$ cat config.mk
export PLATFORM = sky130hd
export DESIGN_NAME = csr_seq_master
export DESIGN_NICKNAME = d
export VERILOG_FILES = /design/src/rtl/csr_seq_master_pkg.sv /design/src/rtl/csr_seq_master.sv
export SDC_FILE = /design/constraint.sdc
export NUM_CORES = 1
export LEC_CHECK = 0
export BUFFER_PORTS_ARGS = -buffer_cell sky130_fd_sc_hd__clkbuf_2
export CAP_MARGIN = 20
export CORE_MARGIN = 2
export CORE_UTILIZATION = 50
export CTS_CLUSTER_SIZE = 8
export DETAILED_ROUTE_END_ITERATION = 7
export PLACE_DENSITY = 0.77
export SLEW_MARGIN = 20
export SYNTH_ARGS = -nofsm -noshare
export SYNTH_HDL_FRONTEND = slang
export SYNTH_SLANG_ARGS = --single-unit
export TNS_END_PERCENT = 5
$ cat constraint.sdc
create_clock -name sys_clk -period 4.5 [get_ports sys_clk]
set_clock_uncertainty 0.1 [all_clocks]
set_input_delay 0.45 -clock sys_clk [delete_from_list [all_inputs] [get_ports sys_clk]]
set_output_delay 0.45 -clock sys_clk [all_outputs]
set_load 0.02 [all_outputs]
$ cat src/rtl/csr_seq_master_pkg.sv
// Shared types for the CSR sequencing master: command opcodes, FSM states
// and the masked compare used by POLL.
package csr_seq_master_pkg;

  typedef enum logic [1:0] {
    OP_WRITE    = 2'd0,
    OP_READ     = 2'd1,
    OP_POLL     = 2'd2,
    OP_WAIT_IRQ = 2'd3
  } op_e;

  typedef enum logic [2:0] {
    ST_IDLE,
    ST_WR,
    ST_RD_A,
    ST_RD_D,
    ST_GAP,
    ST_WIRQ,
    ST_RESP
  } state_e;

  // True when every bit selected by mask agrees between value and expected.
  function automatic logic poll_match(input logic [31:0] value,
                                      input logic [31:0] expected,
                                      input logic [31:0] mask);
    return ((value ^ expected) & mask) == 32'd0;
  endfunction

endpackage

$ cat src/rtl/csr_seq_master.sv
// CSR-bus initiator: takes one command at a time (write, read, poll,
// wait-irq), drives the CSR port and returns one response per command.
// Every output is a flop; the combinational block computes next values.
module csr_seq_master
  import csr_seq_master_pkg::*;
#(
  parameter int CSR_AW    = 14,
  parameter int TIMEOUT_W = 16,
  parameter int POLL_GAP  = 4
) (
  input  logic              sys_clk,
  input  logic              sys_rst,
  input  logic              cmd_valid,
  output logic              cmd_ready,
  input  logic [1:0]        cmd_op,
  input  logic [CSR_AW-1:0] cmd_addr,
  input  logic [31:0]       cmd_data,
  input  logic [31:0]       cmd_mask,
  output logic              rsp_valid,
  input  logic              rsp_ready,
  output logic [31:0]       rsp_data,
  output logic              rsp_err,
  output logic [CSR_AW-1:0] csr_a,
  output logic              csr_we,
  output logic [31:0]       csr_do,
  input  logic [31:0]       csr_di,
  input  logic              irq
);

  localparam int GAP_W = (POLL_GAP > 1) ? $clog2(POLL_GAP) : 1;
  localparam logic [GAP_W-1:0] GAP_LAST = GAP_W'(POLL_GAP - 1);

  state_e                state_q, state_nxt;
  op_e                   op_q, op_nxt;
  logic [CSR_AW-1:0]     addr_q, addr_nxt;
  logic [31:0]           data_q, data_nxt;
  logic [31:0]           mask_q, mask_nxt;
  logic [TIMEOUT_W-1:0]  tmo_q, tmo_nxt, tmo_inc;
  logic                  tmo_hit;
  logic [GAP_W-1:0]      gap_q, gap_nxt;
  logic                  cmd_ready_nxt, rsp_valid_nxt, rsp_err_nxt, csr_we_nxt;
  logic [31:0]           rsp_data_nxt, csr_do_nxt;
  logic [CSR_AW-1:0]     csr_a_nxt;

  // Next-state, latched command fields, counters and registered-output values.
  always_comb begin
    // NOTE: every signal written here gets a default first, so no path through the case can infer a latch.
    state_nxt    = state_q;
    op_nxt       = op_q;
    addr_nxt     = addr_q;
    data_nxt     = data_q;
    mask_nxt     = mask_q;
    tmo_nxt      = tmo_q;
    gap_nxt      = gap_q;
    rsp_data_nxt = rsp_data;
    rsp_err_nxt  = rsp_err;
    // The busy-cycle count including the current one; reaching all-ones is the timeout.
    tmo_inc      = tmo_q + 1'b1;
    tmo_hit      = (tmo_inc == '1);

    case (state_q)
      ST_IDLE: begin
        if (cmd_valid && cmd_ready) begin
          op_nxt       = op_e'(cmd_op);
          addr_nxt     = cmd_addr;
          data_nxt     = cmd_data;
          mask_nxt     = cmd_mask;
          tmo_nxt      = '0;
          rsp_data_nxt = 32'd0;
          rsp_err_nxt  = 1'b0;
          case (op_e'(cmd_op))
            OP_WRITE:         state_nxt = ST_WR;
            OP_READ, OP_POLL: state_nxt = ST_RD_A;
            default:          state_nxt = ST_WIRQ;
          endcase
        end
      end
      ST_WR: state_nxt = ST_RESP;
      ST_RD_A: begin
        if (op_q == OP_POLL) begin
          tmo_nxt = tmo_inc;
          if (tmo_hit) begin
            state_nxt   = ST_RESP;
            rsp_err_nxt = 1'b1;
          end else begin
            state_nxt = ST_RD_D;
          end
        end else begin
          state_nxt = ST_RD_D;
        end
      end
      ST_RD_D: begin
        rsp_data_nxt = csr_di;
        if (op_q != OP_POLL) begin
          state_nxt = ST_RESP;
        end else if (poll_match(csr_di, data_q, mask_q)) begin
          // A match on the timeout cycle still counts as success.
          state_nxt = ST_RESP;
        end else if (tmo_hit) begin
          state_nxt   = ST_RESP;
          rsp_err_nxt = 1'b1;
        end else begin
          state_nxt = ST_GAP;
          gap_nxt   = '0;
          tmo_nxt   = tmo_inc;
        end
      end
      ST_GAP: begin
        tmo_nxt = tmo_inc;
        if (tmo_hit) begin
          state_nxt   = ST_RESP;
          rsp_err_nxt = 1'b1;
        end else if (gap_q == GAP_LAST) begin
          state_nxt = ST_RD_A;
        end else begin
          gap_nxt = gap_q + 1'b1;
        end
      end
      ST_WIRQ: begin
        tmo_nxt = tmo_inc;
        if (irq) begin
          state_nxt = ST_RESP;
        end else if (tmo_hit) begin
          state_nxt   = ST_RESP;
          rsp_err_nxt = 1'b1;
        end
      end
      ST_RESP: if (rsp_ready) state_nxt = ST_IDLE;
      default: state_nxt = ST_IDLE;
    endcase

    cmd_ready_nxt = (state_nxt == ST_IDLE);
    rsp_valid_nxt = (state_nxt == ST_RESP);
    csr_we_nxt    = (state_nxt == ST_WR);
    csr_a_nxt     = (state_nxt == ST_WR || state_nxt == ST_RD_A) ? addr_nxt : '0;
    csr_do_nxt    = (state_nxt == ST_WR) ? data_nxt : 32'd0;
  end

  // State, command, counter and output registers with synchronous reset.
  always_ff @(posedge sys_clk) begin
    // NOTE: non-blocking assignments make every register load from pre-edge values, whatever the statement order.
    if (sys_rst) begin
      state_q   <= ST_IDLE;
      op_q      <= OP_WRITE;
      addr_q    <= '0;
      data_q    <= 32'd0;
      mask_q    <= 32'd0;
      tmo_q     <= '0;
      gap_q     <= '0;
      cmd_ready <= 1'b1;
      rsp_valid <= 1'b0;
      rsp_data  <= 32'd0;
      rsp_err   <= 1'b0;
      csr_a     <= '0;
      csr_we    <= 1'b0;
      csr_do    <= 32'd0;
    end else begin
      state_q   <= state_nxt;
      op_q      <= op_nxt;
      addr_q    <= addr_nxt;
      data_q    <= data_nxt;
      mask_q    <= mask_nxt;
      tmo_q     <= tmo_nxt;
      gap_q     <= gap_nxt;
      cmd_ready <= cmd_ready_nxt;
      rsp_valid <= rsp_valid_nxt;
      rsp_data  <= rsp_data_nxt;
      rsp_err   <= rsp_err_nxt;
      csr_a     <= csr_a_nxt;
      csr_we    <= csr_we_nxt;
      csr_do    <= csr_do_nxt;
    end
  end

endmodule

Word-level counts from Yosys, hierarchy flattened
Cells that the tools add are included.
{ "totals": {"romBits": 0, "inputBits": 117, "n_memories": 0, "register_bits": 183, "word_cells": 100, "mem_bits_rw": 0, "latch_bits": 0} }
{ "op_classes": {"magnitude_cmp": 0, "shifts": 0, "n_eq_ne": 23, "n_bitwise": 4, "reduce_logical": 19, "add_sub_neg": 2, "n_mux": 38, "div_mod_pow": 0, "n_mul": 0} }
{ "ops": {"columns": ["cell", "n"], "rows": [
  ["$mux W32", 3],
  ["$mux W16", 5],
  ["$pmux W16 S4", 1],
  ["$pmux W32 S2", 1],
  ["$and A32 B32 Y32", 1],
  ["$logic_not A32 Y1", 1],
  ["$xor A32 B32 Y32", 1],
  ["$mux W14", 2],
  ["$mux W3", 8],
  ["$pmux W3 S7", 1],
  ["$ne A2 B2 Y1 const B", 9],
  ["$reduce_and A6 Y1", 3],
  ["$add A16 B1 Y16 const B", 1],
  ["$eq A16 B16 Y1 const B", 1],
  ["$mux W2", 8],
  ["$eq A3 B3 Y1 const B", 4],
  ["$eq A3 B2 Y1 const B", 3],
  ["$reduce_or A2 Y1", 4],
  ["$eq A2 B2 Y1 const B", 3],
  ["$eq A3 B1 Y1 const B", 2],
  ["$logic_not A3 Y1", 2],
  ["$mux W1", 6],
  ["$pmux W3 S2", 1],
  ["$pmux W1 S5", 1],
  ["other kinds (11)", 14]
]} }

Longest topological paths before layout
{ "logic_depth": {"depth_word": 10, "depth_mapped": 10} }

Least setup slack after synthesis
No wires, ideal clock.
{ "synth_path": {"kind": "register to register", "from": "register tmo_q[1]", "to": "register csr_do[25]", "required_ps": 4282, "setup_slack_ps": 1881, "t_arrival_ps": 2401, "path_stages_with_launch": 11, "cell_sequence": "dfxtp_1 > ha_1 > nand3_2 > o32a_1 > o22a_1 > or3_1 > a22o_1 > nand4b_1 > buf_4 > buf_6 > nor2_1"} }
{ "synth_via": {"elab_chain_cells": 9, "elab_cells_between_ends": 14, "cone_classes": "add/sub (1); eq/ne (2); mux (9); bitwise (1); reduce/logical (1)"} }
{ "synth_rtl": {"columns": ["element", "line_no", "rtl"], "rows": [
  ["from (decl)", "csr_seq_master.sv:38", "logic [TIMEOUT_W-1:0] tmo_q, tmo_nxt, tmo_inc;"],
  ["from (signal assigned)", "csr_seq_master.sv:163", "tmo_q <= tmo_nxt;"],
  ["$add A16 B1 Y16 *", "csr_seq_master.sv:58", "tmo_inc = tmo_q + 1'b1;"],
  ["$eq A16 B16 Y1 *", "csr_seq_master.sv:59", "tmo_hit = (tmo_inc == '1);"],
  ["$mux W2", "csr_seq_master.sv:99", "end else if (tmo_hit) begin"],
  ["$mux W2", "csr_seq_master.sv:96", "end else if (poll_match(csr_di, data_q, mask_q)) begin"],
  ["$mux W2", "csr_seq_master.sv:94", "if (op_q != OP_POLL) begin"],
  ["$pmux W3 S7 *", "csr_seq_master.sv:61", "case (state_q)"],
  ["$eq A3 B1 Y1 *", "csr_seq_master.sv:136", "csr_do_nxt = (state_nxt == ST_WR) ? data_nxt : 32'd0;"],
  ["$not A1 Y1 (no source line) *", null, null],
  ["$reduce_or A2 Y1 (no source line) *", null, null],
  ["to (signal assigned)", "csr_seq_master.sv:171", "csr_do <= csr_do_nxt;"],
  ["to (decl)", "csr_seq_master.sv:25", "output logic [31:0] csr_do,"]
]} }
Every way passes the cells marked *; elsewhere a longest branch is shown, timed or not.
A chain may end at the register's enable or synchronous reset.

Worst setup path in the final report
{ "layout_path": {"from": "register tmo_q[1]", "to": "register tmo_q[2]"} }
{ "layout_via": {"elab_chain_cells": 5, "elab_cells_between_ends": 9, "cone_classes": "add/sub (1); eq/ne (2); mux (5); reduce/logical (1)"} }
{ "layout_rtl": {"columns": ["element", "line_no"], "rows": [
  ["$add A16 B1 Y16 *", "csr_seq_master.sv:58"],
  ["parallel branches: the longest is 4 deep, another holds $eq A16 B16 Y1", null]
]} }
Every way passes the cells marked *. The select of a mux whose other input is x is not followed.

==> out/qor.yml <==
die:
  coreArea_um2: 13900
  die_height_um: 123
  die_area_um2: 15200
  ioPinCount: 199
  dieWidth_um: 123
  start_util: 0.513
  fp-row-count: 43
global_routing:
  grt_use_met2: 0.405
  grt_pass1_wl_um: 29200
  grtUsageMet3: 0.0881
  grt_overflow_total: 0
  antenna_found_initial: 0
  grt_max_degree: 112
  grtUsageMet1: 0.308
  grt_pass1_vias: 5899
  top_usage_layer: "met2"
  grt.total_usage: 0.248
timing:
  slew_headroom: 0.336
  min_period_ps: 3360
  drv_slew: 0
  setup_tns_ps: 0
  fmax_ghz: 0.298
  hold_viol: 0
  worst_pin_slew_ps: 991
  period_share: 0.746
  hold_slack_ps: 133
  rsz0062_at_grt: "false"
  setup_violations: 0
critical_path:
  ff2ff_setup_slack_ps: 1140
  cp.depth: 8
  critical_path.slowest_cell: "o31ai_2"
  start_kind: "flop"
  arrival_ps: 3590
  critical_path.cell_chain: "ha_1, nand3_2, a21oi_1, o22a_1, nor4_1, o31ai_2, nand2_1, o221ai_1"
  reg2reg_depth: 8
  worstSetupPathType: "flop to flop"
  crit_required_ps: 4730
  slowest_delay_ps: 800
  cp_top_family: "compound AO/OA/AOI/OAI gates"
  r2r-start: "tmo_q[1]"
  reg2reg_to: "tmo_q[2]"
  cp-end-kind: "flop"
  critical_path.max_fanout: 15
  path_buf_inv: 0
power:
  seqPwrFrac: 0.405
  leakage_nw: 3.64
  p_sw_w: 0.00170
  power.internal_w: 0.00323
  pwr-share-comb: 0.278
  p_per_area_nw_per_um2: 557
  p_clk_frac: 0.317
  peakVddDrop_v: 0.000309
  p_sw_frac: 0.345
hold_path:
  hold_path.class: "primary input to flop"
  hold_path_end: "mask_q[20]"
  hold_start: "cmd_mask[20]"
  min_path_cells: 3
cts:
  cts_resized: 0
  htreeDepth: 4
  numClockSinks: 183
  cts.clk_slew.worst_paths_ps: 70
  hold_buffers: 0
  cts_buffers: 17
  cts_setup_buffers: 0
  cts-root-buf: "clkbuf_16"
  clk_path_buf_depth: 2
  worstSkewPairLatency_ps: 430
  tritoncts: "built"
logic_synthesis:
  ys_warn_count: 0
  synth_flop_cell: "dfxtp_1"
  synth_seq_cells: 183
  yosysTopAreaCell: "dfxtp_1"
  synthCells: 804
  yosys-top-cells-area: "dfxtp_1 (51%), nand2_1 (6.6%), mux2i_1 (6.5%)"
  ys_types: 52
  ys_seq_area_frac: 0.514
  syn_area_um2: 7120
  synth_area_per_cell_um2: 8.86
  synth_edf_count: 0
  synth_top_cell_area_share: 0.514
  syn-num-nets: 925
  ys_async_sr_fraction: 0
routing:
  drc: 0
  wire_per_inst_um: 16.0
  antenna_left: 0
  firstDrtPassIters: 5
  via_count: 6289
  viasPerCell: 5.35
  wirelength_um: 18800
  first_iter_violations: 473
placement:
  io_buffers: 198
  hpwl_um: 12700
  dpl.cell_count: 1142
  gp_congestion: 0.895
cells_and_area:
  seqCellArea_um2: 3660
  fillers: 1204
  area_delta_synth_final_pct: 24.3
  nets: 1103
  multiInputGateArea_um2: 3190
  final_common_cell: "clkbuf_2"
  most-common-layout-cells: "clkbuf_2 (197), dfxtp_1 (183), nand2_1 (125), nor2_1 (96), a21oi_1 (77)"
  finalNonFillerCells: 1175
  drive_gt1_frac: 0.260
  antennaDiodeCount: 0
  post-route-util: 0.638
status:
  outcome: "completed"
job:
  cap_violations: 0
## routing by layer
metal	up-vias	share of wire	wire [µm]
li1	3102	-	-
met2	236	0.49	9160
met1	2923	0.41	7690
met5	-	0	0
met3	28	0.087	1630
met4	0	0.016	293
## tightest hold or removal path, cell delays in order
cell and delay, ps:
clkbuf_2 80, nand2_1 40, a21oi_1 50
## worst max path at each step
stage	start	end	slack [ps]
floorplan	tmo_q[1]	csr_do[25]	1880
global placement	tmo_q[1]	tmo_q[2]	1310
detailed placement	tmo_q[1]	tmo_q[2]	1200
CTS	tmo_q[1]	tmo_q[2]	1180
global route	tmo_q[1]	tmo_q[2]	830
finish	tmo_q[1]	tmo_q[2]	1140
## cell usage after synthesis (3+ instances only)
cell type and count:
nand2b_1 6, nand4_1 11, o221ai_1 12, buf_6 4
ha_1 4, o22a_1 3, xnor2_1 3, a22oi_1 16
nand3_1 49, nor2_1 96, nand2_1 125, clkbuf_1 40
o21ai_0 15, nor3_1 4, xor2_1 32, nor2b_1 5
dfxtp_1 183, nor4_1 4, a21oi_2 10, a21oi_1 77
o22ai_1 3, inv_1 19, mux2i_1 46
## power by group through the flow
stage / Sequential (W) / Clock [W] / Combinational [W]
floorplan: 0.00207 / 0 / 0.000910
global placement: 0.00202 / 0 / 0.00133
detailed placement: 0.00203 / 0 / 0.00134
CTS: 0.00200 / 0.00158 / 0.00135
global route: 0.00202 / 0.00164 / 0.00150
finish: 0.00200 / 0.00156 / 0.00137
## area by class of cell
type / instances / area share
sequential: 183 / 0.414
multi-input combinational: 553 / 0.360
timing repair buffer: 208 / 0.123
clock buffer: 19 / 0.0489
tap: 180 / 0.0254
clock inverter: 13 / 0.0211
inverter: 19 / 0.00806
## registers in the layout, summed over array words and instances, names as in the netlist
| register | cells |
|---|---|
| csr_do | 32 |
| data_q | 32 |
| mask_q | 32 |
| rsp_data | 32 |
| tmo_q | 16 |
| addr_q | 14 |
| csr_a | 14 |
| state_q | 3 |
| gap_q | 2 |
| op_q | 2 |
| cmd_ready | 1 |
| csr_we | 1 |
| rsp_err | 1 |
| rsp_valid | 1 |
## through the flow
stage,setup slack [ps],cell area (µm²),power [W]
detailed placement,1200,8210,0.00337
global placement,1310,8210,0.00335
CTS,1180,8820,0.00493
floorplan,1880,7120,0.00298
global route,832,8850,0.00516
finish,1140,8850,0.00493
## kinds of logic (layout without fill, tap and decap cells)
| kind of cell | count (synthesis) | count (layout) | share of synthesized area |
|---|---|---|---|
| flops | 183 | 183 | 0.514 |
| buf+inv | 68 | 259 | 0.0409 |
| mux | 47 | 47 | 0.0662 |
| compound gates | 152 | 152 | 0.135 |
| simple gates | 315 | 315 | 0.194 |
| xor+xnor | 35 | 35 | 0.0430 |
| fa+ha+maj | 4 | 4 | 0.00703 |
No activity file was read; power rests on OpenSTA's default activity.
